==> src/rtl/accumulate_sequencer.sv <==
// Front-end sequencer for the accumulate block: pulls a counted burst of samples
// through an external fixed-latency function pipeline and frames it with start/finished.
module accumulate_sequencer #(
  parameter int unsigned DATA_W = 32,
  parameter int unsigned LAT    = 7,
  parameter int unsigned LEN_W  = 16
) (
  input  logic              clk,
  input  logic              rst,
  input  logic              cmd_start,
  input  logic [LEN_W-1:0]  cmd_len,
  output logic              cmd_ready,
  input  logic [DATA_W-1:0] in_data,
  input  logic              in_valid,
  output logic              in_ready,
  output logic [DATA_W-1:0] fn_data,
  input  logic [DATA_W-1:0] fn_res,
  output logic [DATA_W-1:0] acc_data,
  output logic              acc_valid,
  output logic              acc_start,
  output logic              acc_finished,
  input  logic              acc_done,
  input  logic [DATA_W-1:0] acc_result,
  output logic [DATA_W-1:0] result,
  output logic              result_valid
);

  typedef enum logic [2:0] {
    S_IDLE,
    S_START,
    S_RUN,
    S_FLUSH,
    S_FINISH,
    S_WAIT_DONE
  } state_e;

  state_e            state_q, state_d;
  logic [LEN_W-1:0]  remaining_q, remaining_d;
  logic [LAT-1:0]    vpipe_q, vpipe_d;
  logic [DATA_W-1:0] result_q, result_d;
  logic              result_valid_q, result_valid_d;
  logic              cmd_ready_q;
  logic              in_ready_q;
  logic              acc_start_q;
  logic              acc_finished_q;
  logic              accept;

  assign accept = in_valid & in_ready_q;

  // Next-state and datapath decode.
  always_comb begin
    state_d        = state_q;
    remaining_d    = remaining_q;
    result_d       = result_q;
    result_valid_d = result_valid_q;
    // The valid pipe mirrors the external function pipeline, one bit per stage.
    vpipe_d        = LAT'({vpipe_q, accept});

    case (state_q)
      S_IDLE: begin
        if (cmd_start) begin
          if (cmd_len != '0) begin
            remaining_d    = cmd_len;
            result_valid_d = 1'b0;
            state_d        = S_START;
          end else begin
            result_d       = '0;
            result_valid_d = 1'b1;
          end
        end
      end
      S_START: state_d = S_RUN;
      S_RUN: begin
        if (accept) begin
          remaining_d = remaining_q - LEN_W'(1);
          if (remaining_q == LEN_W'(1)) begin
            state_d = S_FLUSH;
          end
        end
      end
      S_FLUSH: begin
        if (vpipe_q == '0) begin
          state_d = S_FINISH;
        end
      end
      S_FINISH: state_d = S_WAIT_DONE;
      S_WAIT_DONE: begin
        if (acc_done) begin
          result_d       = acc_result;
          result_valid_d = 1'b1;
          state_d        = S_IDLE;
        end
      end
      default: state_d = S_IDLE;
    endcase
  end

  // All state and control outputs; controls are decoded from the next state so they align with it.
  always_ff @(posedge clk or posedge rst) begin
    if (rst) begin
      state_q        <= S_IDLE;
      remaining_q    <= '0;
      vpipe_q        <= '0;
      result_q       <= '0;
      result_valid_q <= 1'b0;
      cmd_ready_q    <= 1'b1;
      in_ready_q     <= 1'b0;
      acc_start_q    <= 1'b0;
      acc_finished_q <= 1'b0;
    end else begin
      state_q        <= state_d;
      remaining_q    <= remaining_d;
      vpipe_q        <= vpipe_d;
      result_q       <= result_d;
      result_valid_q <= result_valid_d;
      cmd_ready_q    <= (state_d == S_IDLE);
      in_ready_q     <= (state_d == S_RUN) && (remaining_d != '0);
      acc_start_q    <= (state_d == S_START);
      acc_finished_q <= (state_d == S_FINISH);
    end
  end

  assign cmd_ready    = cmd_ready_q;
  assign in_ready     = in_ready_q;
  assign acc_start    = acc_start_q;
  assign acc_finished = acc_finished_q;
  assign acc_valid    = vpipe_q[LAT-1];
  assign result       = result_q;
  assign result_valid = result_valid_q;

  // Zero the data buses outside their valid cycles so downstream never sees stale values.
  assign fn_data  = accept    ? in_data : '0;
  assign acc_data = acc_valid ? fn_res  : '0;

endmodule

==> config.mk <==
export PLATFORM = sky130hd
export DESIGN_NAME = accumulate_sequencer
export DESIGN_NICKNAME = d
export VERILOG_FILES = /design/src/rtl/accumulate_sequencer.sv
export SDC_FILE = /design/constraint.sdc
export NUM_CORES = 1
export LEC_CHECK = 0
export ABC_AREA = 1
export CORE_ASPECT_RATIO = 1.2
export CORE_MARGIN = 2
export CORE_UTILIZATION = 39
export DETAILED_ROUTE_END_ITERATION = 8
export GPL_TIMING_DRIVEN = 1
export PLACE_DENSITY = 0.81
export REMOVE_ABC_BUFFERS = 1
export SYNTH_ARGS = -nofsm -noshare
export SYNTH_HDL_FRONTEND = slang
export SYNTH_SLANG_ARGS = --single-unit
==> constraint.sdc <==
create_clock -name clk -period 2.25 [get_ports clk]
set_clock_uncertainty 0.05 [all_clocks]
set_input_delay 0.45 -clock clk [delete_from_list [all_inputs] [get_ports clk]]
set_output_delay 0.45 -clock clk [all_outputs]
set_load 0.1 [all_outputs]
* After elaboration in Yosys (flattened, before gate mapping) *
Cells that the tools add are included.

operators by class
  muxes and demuxes = 21
  add/sub/neg operators = 1
  reduce and logical (&&, ||, !) cells = 9
  bitwise logic cells = 1
  eq/ne operators = 12

operators with widths
  operator                 count
  $mux W32                 5
  $pmux W32 S2             1
  $mux W16                 3
  $pmux W16 S2             1
  $reduce_bool A16 Y1      2
  $mux W3                  6
  $pmux W3 S6              1
  $eq A16 B1 Y1 const B    1
  $sub A16 B1 Y16 const B  1
  $eq A3 B2 Y1 const B     3
  $eq A3 B3 Y1 const B     3
  $logic_not A7 Y1         1
  $eq A3 B1 Y1 const B     2
  $logic_not A3 Y1         2
  $ne A2 B2 Y1 const B     3
  $reduce_and A4 Y1        1
  $mux W1                  3
  $reduce_and A3 Y1        1
  $pmux W1 S2              1
  $reduce_bool A2 Y1       1
  $and A1 B1 Y1            1
  $logic_and A1 B1 Y1      1

word-level totals
  input port bits = 117
  flip-flop bits (word level) = 63
  output and inout port bits = 102
  logic and storage cells = 53

* Longest topological paths before layout *
  word-level depth = 6
  gate-level depth with buffers = 16
  mapped depth without buffers = 16

* Worst setup path after synthesis *
OpenSTA, ideal clock, no wires.

  kind = register to output
  from = reg in_ready_q (netlist: in_ready)
  to = out fn_data[10]
  path buffers = 2
  required time = 1.750 ns
  slack = -1.000 ns
  data arrival time = 2.750 ns
  stages on the path, launching flop included = 5
  cell sequence = dfrtp_1 -> nand2_1 -> buf_2 -> buf_1 -> nor2_1

between the ends
  longest elaborated chain between the ends = 2

RTL lines
  item                    line  text
  from (decl)             43    logic in_ready_q;
  from (signal assigned)  117   in_ready_q <= (state_d == S_RUN) && (remaining_d != '0);
  $and A1 B1 Y1           48    assign accept = in_valid & in_ready_q;
  $mux W32                132   assign fn_data = accept ? in_data : '0;
  to (decl)               16    output logic [DATA_W-1:0] fn_data,

Every way passes these cells.

* Worst setup path in the final report *
  from = in in_valid
  to = out fn_data[14]

between the ends
  longest elaborated chain between the ends = 2

RTL lines
  item           line  text
  from (decl)    14    input logic in_valid,
  $and A1 B1 Y1  48
  $mux W32       132

Every way passes these cells.

==> run metrics <==
n_diodes=0; Synth Area in Adders=0.006423; crit path DAT=1.77 ns; vias in the first global route=4697; post-synthesis async set-or-reset flop share=1.000; All-Layer GR Usage=0.2667; minimum clock period after layout=2.269 ns; failing checks=setup timing; Core Area=9613 sq um; CP max stage delay=0.45 ns; Simple-Gate Fraction of Synth Area=0.4335; largest net degree at the start of global routing=64; number of placement rows=39; DR vias=4624; number of nets with antenna violations after routing=0; Design Power=8.686 mW; maxcap violations=0; routed len/inst=14.83 um; layout net count=946; Critical Path Fanout Max=36; crit path launch=in_valid; # DRC=0; post-CTS setup buffers=0; dpl hpwl=11050 um; Post-CTS Hold Buffers=0; total congestion overflow=0; area share of xor/xnor cells in the synthesized design=0.002248; post-layout utilization of the core=0.7563; Ys Warns=0; Cell variety after synth=33; Final GP Congestion=0.9316; status=complete, but fails checks; Die Footprint=10810 sq um; worst min path class=flop to flop; static leakage=3.866 nW; initial drt markers=230; worst reg2reg path depth=16; sequential share of the synthesized area=0.4049; mean area per synthesized cell=6.604 sq um; Routed WL=14160 um; Post-synth EDFFs=0; final-report max-slew violation count=0; Synth Flop Type=dfrtp_1; FF+latch count, synth=63; clk root buf=clkbuf_16; Reg clk slew, reported paths=0.05 ns; largest family of logic cells by synthesized area=simple AND/OR/NAND/NOR gates; worst slew pin tran=0.4335 ns; starting density of the core=0.4053; CP Class=input port to output pin; CP required=1.75 ns; Yosys top cell by area=dfrtp_1; Port Buffers=218; Worst-Skew Late Latency=0.32 ns; multi-input combinational cell area=1810 sq um; Die Ht=113.5 um; top area cells in the synthesized netlist=dfrtp_1 40%, nand2_1 18%, inv_1 9.9%; Layout area overhead=86.61%; most common cell in the netlist=nand2_1; H-tree depth=3; post-synthesis mux area share=0; clock sink count=63; reg2reg start=remaining_q[1]; most frequent cells after synthesis=189 x nand2_1, 103 x inv_1, 77 x nor2_1; clk buf depth=2; Worst VDD drop=0.5188 mV; Final Cycle Share=1.008; compound-cell area share of the yosys netlist=0.01927; Slowest-stage cell, CP=clkdlybuf4s50_1; FMAX=440.8 MHz; critical-path cell list=clkdlybuf4s50_1 > nand2_1 > buf_4 > buf_12 > nor2_1 > buf_12; cell area after synthesis=3896 sq um; CTS tree=built; Fin Hold WS=0.3253 ns; sequential cell area=1578 sq um; DR pass1 iterations=5; Rel. slew slack=0.7083; CTS buffer count=9; flop-to-flop setup slack=0.21 ns; global-route wire length before repair=22670 um; final worst setup slack=-0.01867 ns; Critical Path End Type=output pin; post-DR vias/cell=4.842; Setup WS pre-CTS=-0.1491 ns; CP dominant cell by count=buf_12; final count of hold timing violations=0; CP endpoint=fn_data[14]; fillers=652; Startpoint Class=input port; layout cell share with drive strength beyond 1=0.2260; Yosys top cell area share=0.3982; Die W=95.25 um; Post-Syn Instances=590; I/O pin total=219; Worst R2R End=in_ready; RSZ-0062 raised after global routing=yes; setup violators final=3; Power Density=1195 nW/um^2; initial antenna violation count=0
[placed cells by master, fill, tap and decap left out, types with 2 or more instances in the layout]
| cell type | Yosys | final |
|---|---|---|
| nand3_1 | 74 | 74 |
| o21ai_0 | 2 | 2 |
| inv_2 | 6 | 8 |
| nand2_1 | 189 | 189 |
| nor2_8 | 2 | 2 |
| nand2_4 | 3 | 3 |
| clkinvlp_4 | 0 | 3 |
| nand3b_1 | 5 | 5 |
| nand2_2 | 7 | 7 |
| nor3_1 | 6 | 6 |
| clkbuf_8 | 0 | 2 |
| clkbuf_16 | 0 | 9 |
| nor2_2 | 5 | 10 |
| buf_12 | 0 | 70 |
| nor2_4 | 3 | 3 |
| dfrtp_1 | 62 | 62 |
| o22ai_1 | 2 | 2 |
| a21oi_1 | 3 | 3 |
| buf_4 | 1 | 62 |
| clkinv_2 | 0 | 2 |
| inv_1 | 103 | 101 |
| nor4_1 | 2 | 2 |
| o21ai_2 | 2 | 2 |
| nor2_1 | 77 | 72 |
| ha_1 | 2 | 2 |
| nand4_1 | 5 | 5 |
| clkdlybuf4s50_1 | 0 | 116 |
[stage by stage]
stage	cell area [sq um]	TNS (ns)	std cells
floorplan	3791	-67.91	568
global placement	6973	-0.1093	939
detailed placement	6973	-0.1491	939
CTS	7263	0	955
global route	7271	-1.416	955
finish	7271	-0.04229	955
[critical path: cells and delay by family]
kind | cells | cell delay (ns)
buf+inv | 4 | 0.99
simple gates | 2 | 0.30
[final cells by class]
cell class | count | area share
clock buffers | 11 | 0.03476
clock inverters | 5 | 0.004474
inverters | 110 | 0.05713
multi-input cells | 395 | 0.2490
flip-flops and latches | 63 | 0.2170
well taps | 123 | 0.02117
repair buffers | 248 | 0.4165
[worst min-delay path by stage]
stage | from | endpoint | slack [ns] | cells past startpoint
after global routing | vpipe_q[5] | vpipe_q[6] | 0.33 | 0
final | vpipe_q[1] | vpipe_q[2] | 0.33 | 0
after global placement | vpipe_q[5] | vpipe_q[6] | 0.31 | 0
after CTS | vpipe_q[1] | vpipe_q[2] | 0.33 | 0
after floorplan | vpipe_q[0] | vpipe_q[1] | 0.30 | 0
after detailed placement | vpipe_q[1] | vpipe_q[2] | 0.31 | 0
[power by group]
group	leakage [nW]	internal, mW	switching, mW	total, mW
Sequential	0.788	1.46	0.303	1.76
Clock	0.134	0.800	0.485	1.28
Combinational	2.94	1.73	3.91	5.64
[flip-flops by register name (all words and copies together) (netlist names)]
signal        count
acc_start         1
vpipe_q           7
result           32
remaining_q      16
state_q           3
cmd_ready         1
result_valid      1
in_ready          1
acc_finished      1
[metal layers]
metal,vias to the layer above,track usage,part of all wire
li1,2245,-,-
met5,-,0,0
met3,38,0.06473,0.097
met1,2111,0.2886,0.35
met4,0,0.1063,0.028
met2,230,0.4897,0.52
[timing repair]
action,CTS,global route
gates resized for setup,2,4
endpoints found under the hold margin,0,0
endpoints found under the setup margin,2,31
[cells by family after synthesis]
family	Yosys count
fa+ha+maj	2
simple gates	380
xor+xnor	1
compound gates	12
flops	63
buf+inv	132
No activity file was read; power rests on OpenSTA's default activity.
